**src/rtl/clp_isa_pkg.sv**
```systemverilog
// CLP instruction-set constants, opcode classification and the scheduler state encoding,
// shared by the scheduler top and its fetch unit.
package clp_isa_pkg;

  localparam int OPC_MSB     = 63;
  localparam int OPC_LSB     = 60;
  localparam int BARRIER_BIT = 59;
  localparam int PAYLOAD_W   = 60;

  localparam logic [3:0] OP_NOP   = 4'h0;
  localparam logic [3:0] OP_LOADF = 4'h1;
  localparam logic [3:0] OP_LOADW = 4'h2;
  localparam logic [3:0] OP_CONV  = 4'h3;
  localparam logic [3:0] OP_SAVE  = 4'h4;
  localparam logic [3:0] OP_END   = 4'hF;

  typedef enum logic [2:0] {
    S_IDLE,
    S_FETCH,
    S_WAIT,
    S_ISSUE,
    S_BARRIER,
    S_DONE,
    S_ERR
  } state_e;

  // Which execution unit (or control action) an opcode maps to.
  typedef enum logic [2:0] {
    K_NOP,
    K_LOAD,
    K_COMP,
    K_SAVE,
    K_END,
    K_ILL
  } kind_e;

  function automatic kind_e op_kind(input logic [3:0] opc);
    case (opc)
      OP_NOP:             return K_NOP;
      OP_LOADF, OP_LOADW: return K_LOAD;
      OP_CONV:            return K_COMP;
      OP_SAVE:            return K_SAVE;
      OP_END:             return K_END;
      default:            return K_ILL;
    endcase
  endfunction

endpackage

```
**src/rtl/instr_fetch_unit.sv**
```systemverilog
// Program counter, read strobe, read-latency counter and instruction register.
// instr_valid_o marks the cycle in which memory data is captured; cap_instr_o is that data.
module instr_fetch_unit
  import clp_isa_pkg::*;
#(
  parameter int INSTR_W = 64,
  parameter int ADDR_W  = 8,
  parameter int RD_LAT  = 1
) (
  input  logic               clk,
  input  logic               rst,
  input  logic               start_i,
  input  logic               fetch_i,
  input  logic               advance_i,
  input  logic [INSTR_W-1:0] rd_data_i,
  output logic               rd_en_o,
  output logic [ADDR_W-1:0]  addr_o,
  output logic               instr_valid_o,
  output logic [INSTR_W-1:0] cap_instr_o,
  output logic [INSTR_W-1:0] instr_o
);

  localparam logic [1:0] CNT_LAST = 2'((RD_LAT > 0) ? RD_LAT - 1 : 0);

  logic [ADDR_W-1:0]  pc_q;
  logic [1:0]         cnt_q;
  logic               wait_q;
  logic [INSTR_W-1:0] instr_q;
  logic               capture;

  generate
    if (RD_LAT == 0) begin : g_comb_mem
      assign capture = fetch_i;
    end else begin : g_reg_mem
      assign capture = wait_q && (cnt_q == CNT_LAST);
    end
  endgenerate

  assign rd_en_o       = fetch_i;
  assign addr_o        = pc_q;
  assign instr_valid_o = capture;
  assign cap_instr_o   = rd_data_i;
  assign instr_o       = instr_q;

  always_ff @(posedge clk) begin
    if (rst) begin
      pc_q    <= '0;
      cnt_q   <= '0;
      wait_q  <= 1'b0;
      instr_q <= '0;
    end else begin
      if (start_i) begin
        pc_q <= '0;
      end else if (advance_i) begin
        pc_q <= pc_q + 1'b1;
      end

      if (fetch_i && (RD_LAT != 0)) begin
        wait_q <= 1'b1;
        cnt_q  <= '0;
      end else if (wait_q) begin
        if (cnt_q == CNT_LAST) begin
          wait_q <= 1'b0;
          cnt_q  <= '0;
        end else begin
          cnt_q <= cnt_q + 1'b1;
        end
      end

      if (capture) begin
        instr_q <= rd_data_i;
      end
    end
  end

endmodule

```
**src/rtl/instr_sched_ctrl.sv**
```systemverilog
// CLP instruction sequencer: fetches from address 0 on start, decodes each opcode and
// hands the payload to the load/compute/save unit over valid/ready until END.
module instr_sched_ctrl
  import clp_isa_pkg::*;
#(
  parameter int INSTR_W = 64,
  parameter int ADDR_W  = 8,
  parameter int RD_LAT  = 1
) (
  input  logic                 clk,
  input  logic                 rst,
  input  logic                 acc_enable,
  input  logic [INSTR_W-1:0]   instr_port,
  output logic [ADDR_W-1:0]    instr_fetch_addr,
  output logic                 instr_rd_en,
  output logic [PAYLOAD_W-1:0] cmd_payload,
  output logic                 load_valid,
  input  logic                 load_ready,
  output logic                 comp_valid,
  input  logic                 comp_ready,
  output logic                 save_valid,
  input  logic                 save_ready,
  input  logic                 load_busy,
  input  logic                 comp_busy,
  input  logic                 save_busy,
  output logic                 clp_busy,
  output logic                 prog_done,
  output logic                 prog_err
);

  state_e state_q;
  logic   load_valid_q, comp_valid_q, save_valid_q;
  logic   clp_busy_q, prog_done_q, prog_err_q;

  logic               cap_valid;
  logic [INSTR_W-1:0] cap_instr;
  logic [INSTR_W-1:0] instr_q;
  logic [ADDR_W-1:0]  pc;
  logic               start, fetch_go, advance;
  logic               units_idle, xfer, pc_last, dec_now;
  logic [INSTR_W-1:0] dec_instr;
  kind_e              dec_kind;

  assign start      = (state_q == S_IDLE) && acc_enable;
  assign fetch_go   = (state_q == S_FETCH);
  assign units_idle = !(load_busy || comp_busy || save_busy);
  assign xfer       = (load_valid_q && load_ready) || (comp_valid_q && comp_ready)
                   || (save_valid_q && save_ready);
  assign pc_last    = &pc;

  // Decode straight from the memory data on capture so a fetch costs no extra cycle;
  // a barrier instruction is decoded later from the instruction register.
  assign dec_instr = (state_q == S_BARRIER) ? instr_q : cap_instr;
  assign dec_kind  = op_kind(dec_instr[OPC_MSB:OPC_LSB]);
  assign dec_now   = (((state_q == S_FETCH) || (state_q == S_WAIT)) && cap_valid
                      && !cap_instr[BARRIER_BIT])
                   || ((state_q == S_BARRIER) && units_idle);

  // A retirement at the last address would wrap the PC, so it is trapped instead.
  assign advance = !pc_last && ((dec_now && (dec_kind == K_NOP))
                                || ((state_q == S_ISSUE) && xfer));

  instr_fetch_unit #(
    .INSTR_W (INSTR_W),
    .ADDR_W  (ADDR_W),
    .RD_LAT  (RD_LAT)
  ) u_fetch (
    .clk           (clk),
    .rst           (rst),
    .start_i       (start),
    .fetch_i       (fetch_go),
    .advance_i     (advance),
    .rd_data_i     (instr_port),
    .rd_en_o       (instr_rd_en),
    .addr_o        (instr_fetch_addr),
    .instr_valid_o (cap_valid),
    .cap_instr_o   (cap_instr),
    .instr_o       (instr_q)
  );

  always_ff @(posedge clk) begin
    if (rst) begin
      state_q      <= S_IDLE;
      load_valid_q <= 1'b0;
      comp_valid_q <= 1'b0;
      save_valid_q <= 1'b0;
      clp_busy_q   <= 1'b0;
      prog_done_q  <= 1'b0;
      prog_err_q   <= 1'b0;
    end else begin
      case (state_q)
        S_IDLE: begin
          if (acc_enable) begin
            state_q    <= S_FETCH;
            clp_busy_q <= 1'b1;
            prog_err_q <= 1'b0;
          end
        end
        S_FETCH, S_WAIT: begin
          if (!cap_valid) begin
            state_q <= S_WAIT;
          end else if (cap_instr[BARRIER_BIT]) begin
            state_q <= S_BARRIER;
          end
        end
        S_BARRIER: ;
        S_ISSUE: begin
          if (xfer) begin
            load_valid_q <= 1'b0;
            comp_valid_q <= 1'b0;
            save_valid_q <= 1'b0;
            if (pc_last) begin
              state_q    <= S_ERR;
              prog_err_q <= 1'b1;
            end else begin
              state_q <= S_FETCH;
            end
          end
        end
        S_DONE: begin
          if (prog_done_q) begin
            prog_done_q <= 1'b0;
            clp_busy_q  <= 1'b0;
            state_q     <= S_IDLE;
          end else if (units_idle) begin
            prog_done_q <= 1'b1;
          end
        end
        S_ERR: begin
          clp_busy_q <= 1'b0;
          state_q    <= S_IDLE;
        end
        default: state_q <= S_IDLE;
      endcase

      if (dec_now) begin
        case (dec_kind)
          K_NOP: begin
            if (pc_last) begin
              state_q    <= S_ERR;
              prog_err_q <= 1'b1;
            end else begin
              state_q <= S_FETCH;
            end
          end
          K_LOAD: begin
            load_valid_q <= 1'b1;
            state_q      <= S_ISSUE;
          end
          K_COMP: begin
            comp_valid_q <= 1'b1;
            state_q      <= S_ISSUE;
          end
          K_SAVE: begin
            save_valid_q <= 1'b1;
            state_q      <= S_ISSUE;
          end
          K_END: state_q <= S_DONE;
          default: begin
            state_q    <= S_ERR;
            prog_err_q <= 1'b1;
          end
        endcase
      end
    end
  end

  assign cmd_payload = instr_q[PAYLOAD_W-1:0];
  assign load_valid  = load_valid_q;
  assign comp_valid  = comp_valid_q;
  assign save_valid  = save_valid_q;
  assign clp_busy    = clp_busy_q;
  assign prog_done   = prog_done_q;
  assign prog_err    = prog_err_q;

endmodule
```
**config.mk**
```make
export PLATFORM = sky130hd
export DESIGN_NAME = instr_sched_ctrl
export DESIGN_NICKNAME = d
export VERILOG_FILES = /design/src/rtl/clp_isa_pkg.sv /design/src/rtl/instr_fetch_unit.sv /design/src/rtl/instr_sched_ctrl.sv
export SDC_FILE = /design/constraint.sdc
export NUM_CORES = 1
export LEC_CHECK = 0
export CAP_MARGIN = 30
export CORE_MARGIN = 4
export CORE_UTILIZATION = 35
export CTS_CLUSTER_DIAMETER = 30
export DETAILED_ROUTE_END_ITERATION = 12
export HOLD_SLACK_MARGIN = 0.03
export PLACE_DENSITY = 0.68
export RECOVER_POWER = 100
export SKIP_LAST_GASP = 1
export SYNTH_ARGS = -nofsm -noshare
export SYNTH_HDL_FRONTEND = slang
export SYNTH_SLANG_ARGS = --single-unit
```
**constraint.sdc**
```tcl
create_clock -name clk -period 2.8 [get_ports clk]
set_input_delay 0.7 -clock clk [delete_from_list [all_inputs] [get_ports clk]]
set_output_delay 0.7 -clock clk [all_outputs]
set_load 0.02 [all_outputs]
```
==> out/qor.yml <==
syn2layout_area_growth_pct: 33.38
cts_resized: 0
ys_seq_elements: 76
start_kind: "register"
synth_fa_ha_area_frac: 0.007087
min_from: "u_fetch.instr_o[43]$_SDFFE_PP0P_"
hold_viol_final: 0
synth_top_family_by_area: "simple AND/OR/NAND/NOR gates"
drtIter0Drc: 84
crit_slowest_cell: "dlygate4sd3_1"
io_pins: 148
worstPathMaxFanout: 15
io_buffers: 139
synth.yosys.warnings: 8
cts_root_buf: "clkbuf_8"
p_per_area_nw_per_um2: 502.2
place_hpwl_mm: 6.112
ant_nets: 0
synth_top_cell_by_area: "dfxtp_1"
yosysSeqAreaShare: 0.4309
status: "completed"
rr_worst_depth: 7
skew_ps: 12.78
synth-compound-area-share: 0.1559
die_y_microns: 108.4
async_flop_share: 0
setup_tns_ps: 0
syn_area_sq_um: 3531
hold_path_depth: 2
rsz0062_at_grt: "no"
min_path_type: "register to register"
via_per_inst: 4.552
final_layout_size_suffix_gt1_frac: 0.05123
insertedDiodeCount: 0
avgRoutedWirePerCell_microns: 12.78
overflow: 0
muxShareOfSynthArea: 0.005670
hold_end: "u_fetch.instr_o[43]$_SDFFE_PP0P_"
tightest_slew_ps: 1362
drtPass1Iterations: 4
clk_pin_slew_worst_paths_ps: 70
drc: 0
wirelength_mm: 8.435
path_delay_family: "buffers and inverters"
power_leakage_nw: 1.848
synth_ff_type: "dfxtp_1"
synth_xor_area_frac: 0.007442
clock_sinks: 76
antenna_found_initial: 0
r2r-start: "u_fetch.cnt_q[0]$_SDFFE_PP0P_"
cp.arrival_ps: 1820
grt_pass1_wl_mm: 13.28
cts_made_buffers: 9
reg2reg_slack_ps: 380
dieArea_sq_um: 11760
setup_viol_count_final: 0
final_common_cell: "nand2_1"
cts_tree: "yes"
initial_utilization: 0.3596
cts.path.max_buffers: 2
core_area_sq_um: 9819
h-tree-depth: 3
grt_max_degree: 67
rows: 36
synth_top_area_share: 0.4309
fin_util: 0.4796
clkLatencyLatePin_ps: 330
crit_required_ps: 2100
r2r-end: "state_q[1]$_SDFFE_PP0P_"
syn-instance-count: 452
critical_path.startpoint: "state_q[1]$_SDFFE_PP0P_"
layout_common_cells: "nand2_1 (138), dfxtp_1 (76), a21oi_1 (72)"
critical_path_class: "register to output pin"
clock.fmax_ghz: 0.3968
synth-edff-count: 0
syn_avg_cell_area_sq_um: 7.812
die_w_microns: 108.4
crit_path_max_incr_delay_ps: 740
cp_cell_sequence: "nor3b_2, dlygate4sd3_1"
relSlewSlack: 0.09188
globalRouteTotalUtil: 0.1386
ir_worst_vdd_mv: 0.3120
netlist-cell-type-count: 41
slew_violations: 0
final_net_count: 598
grt_pass1_vias: 2904
maxCapViolCount: 0
min_period_over_period: 0.9000
postCtsHoldBufs: 0
vias: 3004
endpoint_kind: "output pin"
synth_area_leaders: "dfxtp_1 (43%), buf_4 (15%), nand2_1 (15%)"
min_period_ps: 2520
cts_setup_buffers: 0
yosys.area_share.simple: 0.2108
finalWeightedCongestion: 0.8195
cp_num_buf_inv: 1
-- sequential cells by signal (all words and copies together), names as in the netlist --
register and cells:
prog_err 1, save_valid 1, clp_busy 1, load_valid 1, u_fetch.instr_o 64, u_fetch.cnt_q 2, comp_valid 1, prog_done 1
u_fetch.wait_q 1, state_q 3
-- area by class of cell --
class	instances	area (sq um)
multi-input combinational	284	1378
clock inverter	5	52.55
sequential	76	1521
inverter	5	18.77
clock buffer	10	137.6
tap	133	166.4
timing repair buffer	147	1435
fill	987	5110
-- worst min-delay path: cells and delay by family, from the launching register on --
family / cells / cell delay [ps]
simple gates: 1 / 50
flops: 1 / 310
compound gates: 1 / 50
-- how the worst max path moves through the flow --
stage                                    to  slack (ps)  cells after the start
floorplan                       instr_rd_en         740                      2
global placement                instr_rd_en         530                      2
detailed placement    load_valid$_SDFF_PP0_         470                      7
CTS                             instr_rd_en         130                      2
global route        state_q[1]$_SDFFE_PP0P_         120                      7
finish                          instr_rd_en         280                      2
-- synthesized netlist by cell type, drive strengths merged, types with 2 or more instances --
library cell  number
nand2            139
dfxtp             76
buf               74
a21oi             72
clkbuf            20
o21ai              7
nor2               6
inv                5
a31oi              4
nand2b             4
nand3              4
nor3               4
nor3b              3
or3                3
a22o               2
and2               2
ha                 2
mux2i              2
nand4              2
o22ai              2
xnor2              2
-- metrics by stage --
step / hold slack (ps) / area [sq um] / worst slack [ps] / cells / total power, mW
5_1_grt: 471.6 / 4710 / 117.8 / 660 / 2.496
2_1_floorplan: 436.7 / 3557 / 742.3 / 459 / 1.437
4_1_cts: 457.0 / 4741 / 131.8 / 660 / 2.437
3_3_place_gp: 441.3 / 4551 / 532.4 / 645 / 1.596
3_5_place_dp: 446.3 / 4551 / 466.0 / 645 / 1.603
6_report: 450.5 / 4710 / 279.9 / 660 / 2.365
-- where the power goes --
group          switching [mW]  internal (mW)
sequential             0.0303           1.13
clock                   0.383          0.427
combinational           0.203          0.196
-- metal layers --
metal  vias up  track usage  wire (microns)
li1       1546            -               -
met1      1347       0.1550            3409
met2       100       0.2370            4063
met3        11      0.05910             851
met4         0      0.04509             111
met5         -            0               0
-- cells by family (layout without fill, tap and decap cells) --
group / count (synthesis) / after routing
compound gates: 96 / 96
xor+xnor: 3 / 3
fa+ha+maj: 2 / 2
buf+inv: 99 / 167
flops: 76 / 76
mux: 2 / 2
other cells: 1 / 8
simple gates: 173 / 173
Power figures use the tool's default switching activity.
==> edit, RTL diff (same flow settings) <==
Reset style: asynchronous (`rst`), changed in 2 clocked blocks.
--- a/src/rtl/instr_fetch_unit.sv
+++ b/src/rtl/instr_fetch_unit.sv
@@ -43,5 +43,5 @@
   assign instr_o       = instr_q;
 
-  always_ff @(posedge clk) begin
+  always_ff @(posedge clk or posedge rst) begin
     if (rst) begin
       pc_q    <= '0;
--- a/src/rtl/instr_sched_ctrl.sv
+++ b/src/rtl/instr_sched_ctrl.sv
@@ -79,5 +79,5 @@
   );
 
-  always_ff @(posedge clk) begin
+  always_ff @(posedge clk or posedge rst) begin
     if (rst) begin
       state_q      <= S_IDLE;
Function: differs if rst is asserted again (counterexample within 4 cycles, from zero or initial values and one cycle with rst high); with rst held inactive, the same outputs for 10 cycles.
==> edit against the original RTL <==
Routed wire length decreased by 2.1%; synthesized cell count decreased by 32%; die area increased by 11%; area after synthesis increased by 12%; sequential cell count increased by 8; via count decreased by 15%; sequential share of layout area increased by 6.6 points; setup slack got worse by 0.12 ns; clock skew decreased by 0.0080 ns; count of clock-buffer cells in the layout increased by 2; maximum frequency decreased by 4.6%; design area increased by 15%.
Power is not compared: it rests on default switching activity, and its combinational part moved more than twofold at a synthesized area within 25%.
==> edit: results (changes against the original RTL) <==
OUTCOME='completed'
RRSETUPSLACK_NS=0.22  # -0.16 ns
BUFFER_PORTS.INSERTED=147  # +5.8%
CLK_ROOT_BUFFER_CELL='clkbuf_16'
PLACE_HPWL_UM=6160  # +0.85%
PLACE.GP.CONGESTION=0.813  # -0.82%
TIMING.RR.END='save_valid'
VIAS_PER_CELL=4.67  # +2.7%
TOTALWIRELENGTH_UM=8260  # -2.1%
MAX-SLEW-MARGIN-REL=0.137  # +0.0454
LARGEST_REGISTER_FFS=64  # unchanged
GRT_PASS1_VIAS=2760  # -5.0%
BEGINNING_OF_THE_CRITICAL_PATH='state_q[2]'
WIRE_PER_INST_UM=15.1  # +18%
SYNTH_COMMONEST_CELLS='84 x dfrtp_1, 65 x mux2_2, 61 x buf_4, 9 x nand2_1'
FILLERINSTANCES=1003  # +1.6%
WORST_PATH_ARRIVAL_NS=1.94  # +0.12 ns
PLACE.DETAILED.INSTANCES=530  # -18%
SYNTH_AREA_LEADERS='dfrtp_1 53%, mux2_2 18%, buf_4 12%'
WORST-PATH-MAX-FANOUT=9  # -6
FINAL_LAYOUT_SIZE_SUFFIX_GT1_FRAC=0.217  # +0.166
FINAL_NET_COUNT=476  # -20%
INITIAL_CORE_UTIL=0.362  # +0.00266
CLOCKBUFFERDEPTH=2  # unchanged
R2R_START='state_q[1]'
NUM_ANTENNA_CELLS=0  # unchanged
POST_SYNTH.CELL_AREA_AVG_UM2=12.8  # +64%
R2R.WORST_PATH.CELLS=5  # -2
GRT_PASS1_WL_UM=13900  # +4.6%
FINCLKSKEW_NS=0.00482  # -0.00796 ns
SYNTH_ASYNC_SR_FLOP_SHARE=1.00  # +1.00
DETAIL_ROUTE.ITER0.VIOLATIONS=132  # +57%
GLOBALROUTETOTALUTIL=0.132  # -0.00633
## edit: changes by cell type in the layout (fill, tap and decap cells not counted), sizes merged, moves of 4 or more
cell | before | now
nand2 | 139 | 9
dfrtp | 0 | 84
dfxtp | 76 | 0
a21oi | 72 | 4
mux2 | 0 | 65
dlygate4sd3 | 68 | 78
conb | 8 | 0
and2b | 0 | 7
a31oi | 4 | 0
buf | 5 | 1
mux2i | 2 | 6
nand2b | 4 | 0
## edit: where the power goes
part           leakage (nW)  switching (W)  internal, W
registers              1.02       0.000289      0.00175
clock network         0.149       0.000459     0.000737
logic                  1.15        0.00131      0.00139
total                  2.32        0.00206      0.00388
## edit: worst min-delay path by stage
stage	from	end	slack, ns	depth (start not counted)
final	u_fetch.addr_o[6]	u_fetch.addr_o[6]	0.48	1
after global routing	u_fetch.addr_o[6]	u_fetch.addr_o[6]	0.50	1
after CTS	u_fetch.addr_o[6]	u_fetch.addr_o[6]	0.49	1
after detailed placement	u_fetch.addr_o[6]	u_fetch.addr_o[6]	0.48	1
after global placement	u_fetch.addr_o[5]	u_fetch.addr_o[5]	0.47	1
after floorplan	u_fetch.instr_o[59]	u_fetch.instr_o[59]	0.48	1
## edit: area by class of cell
type / count / area, um^2 / area share
repair buffers: 153 / 1500 / 0.278
multi-input cells: 145 / 1290 / 0.238
inverters: 8 / 33.8 / 0.00625
clock buffers: 12 / 256 / 0.0474
clock inverters: 4 / 47.5 / 0.00879
flip-flops and latches: 84 / 2100 / 0.389
well taps: 140 / 175 / 0.0324
## edit: per-stage QoR
stage	setup slack [ns]	hold WS, ns	utilization	cell area, um^2
detailed placement	0.529	0.478	0.471	5150
finish	0.158	0.482	0.495	5410
global placement	0.553	0.472	0.471	5150
floorplan	0.899	0.481	-	3970
CTS	0.165	0.492	0.498	5450
global route	0.0624	0.505	0.495	5410
## edit: worst max-delay path, cell delays in order (launching register included)
cell and delay (ns):
dfrtp_1 0.46, nor3_1 0.39, dlygate4sd3_1 0.77
## edit: logic make-up after synthesis
| kind of cell | synth area share |
|---|---|
| flops | 0.531 |
| buf+inv | 0.140 |
| mux | 0.200 |
| simple gates | 0.0670 |
| compound gates | 0.0474 |
| xor+xnor | 0.00885 |
| fa+ha+maj | 0.00632 |
## edit: routing by layer
metal | routed length [um] | vias up | GRT usage
met4 | 79 | 0 | 0.0428
met2 | 3880 | 104 | 0.204
met3 | 777 | 8 | 0.0534
li1 | - | 1201 | -
met1 | 3510 | 1238 | 0.170
met5 | 0 | - | 0
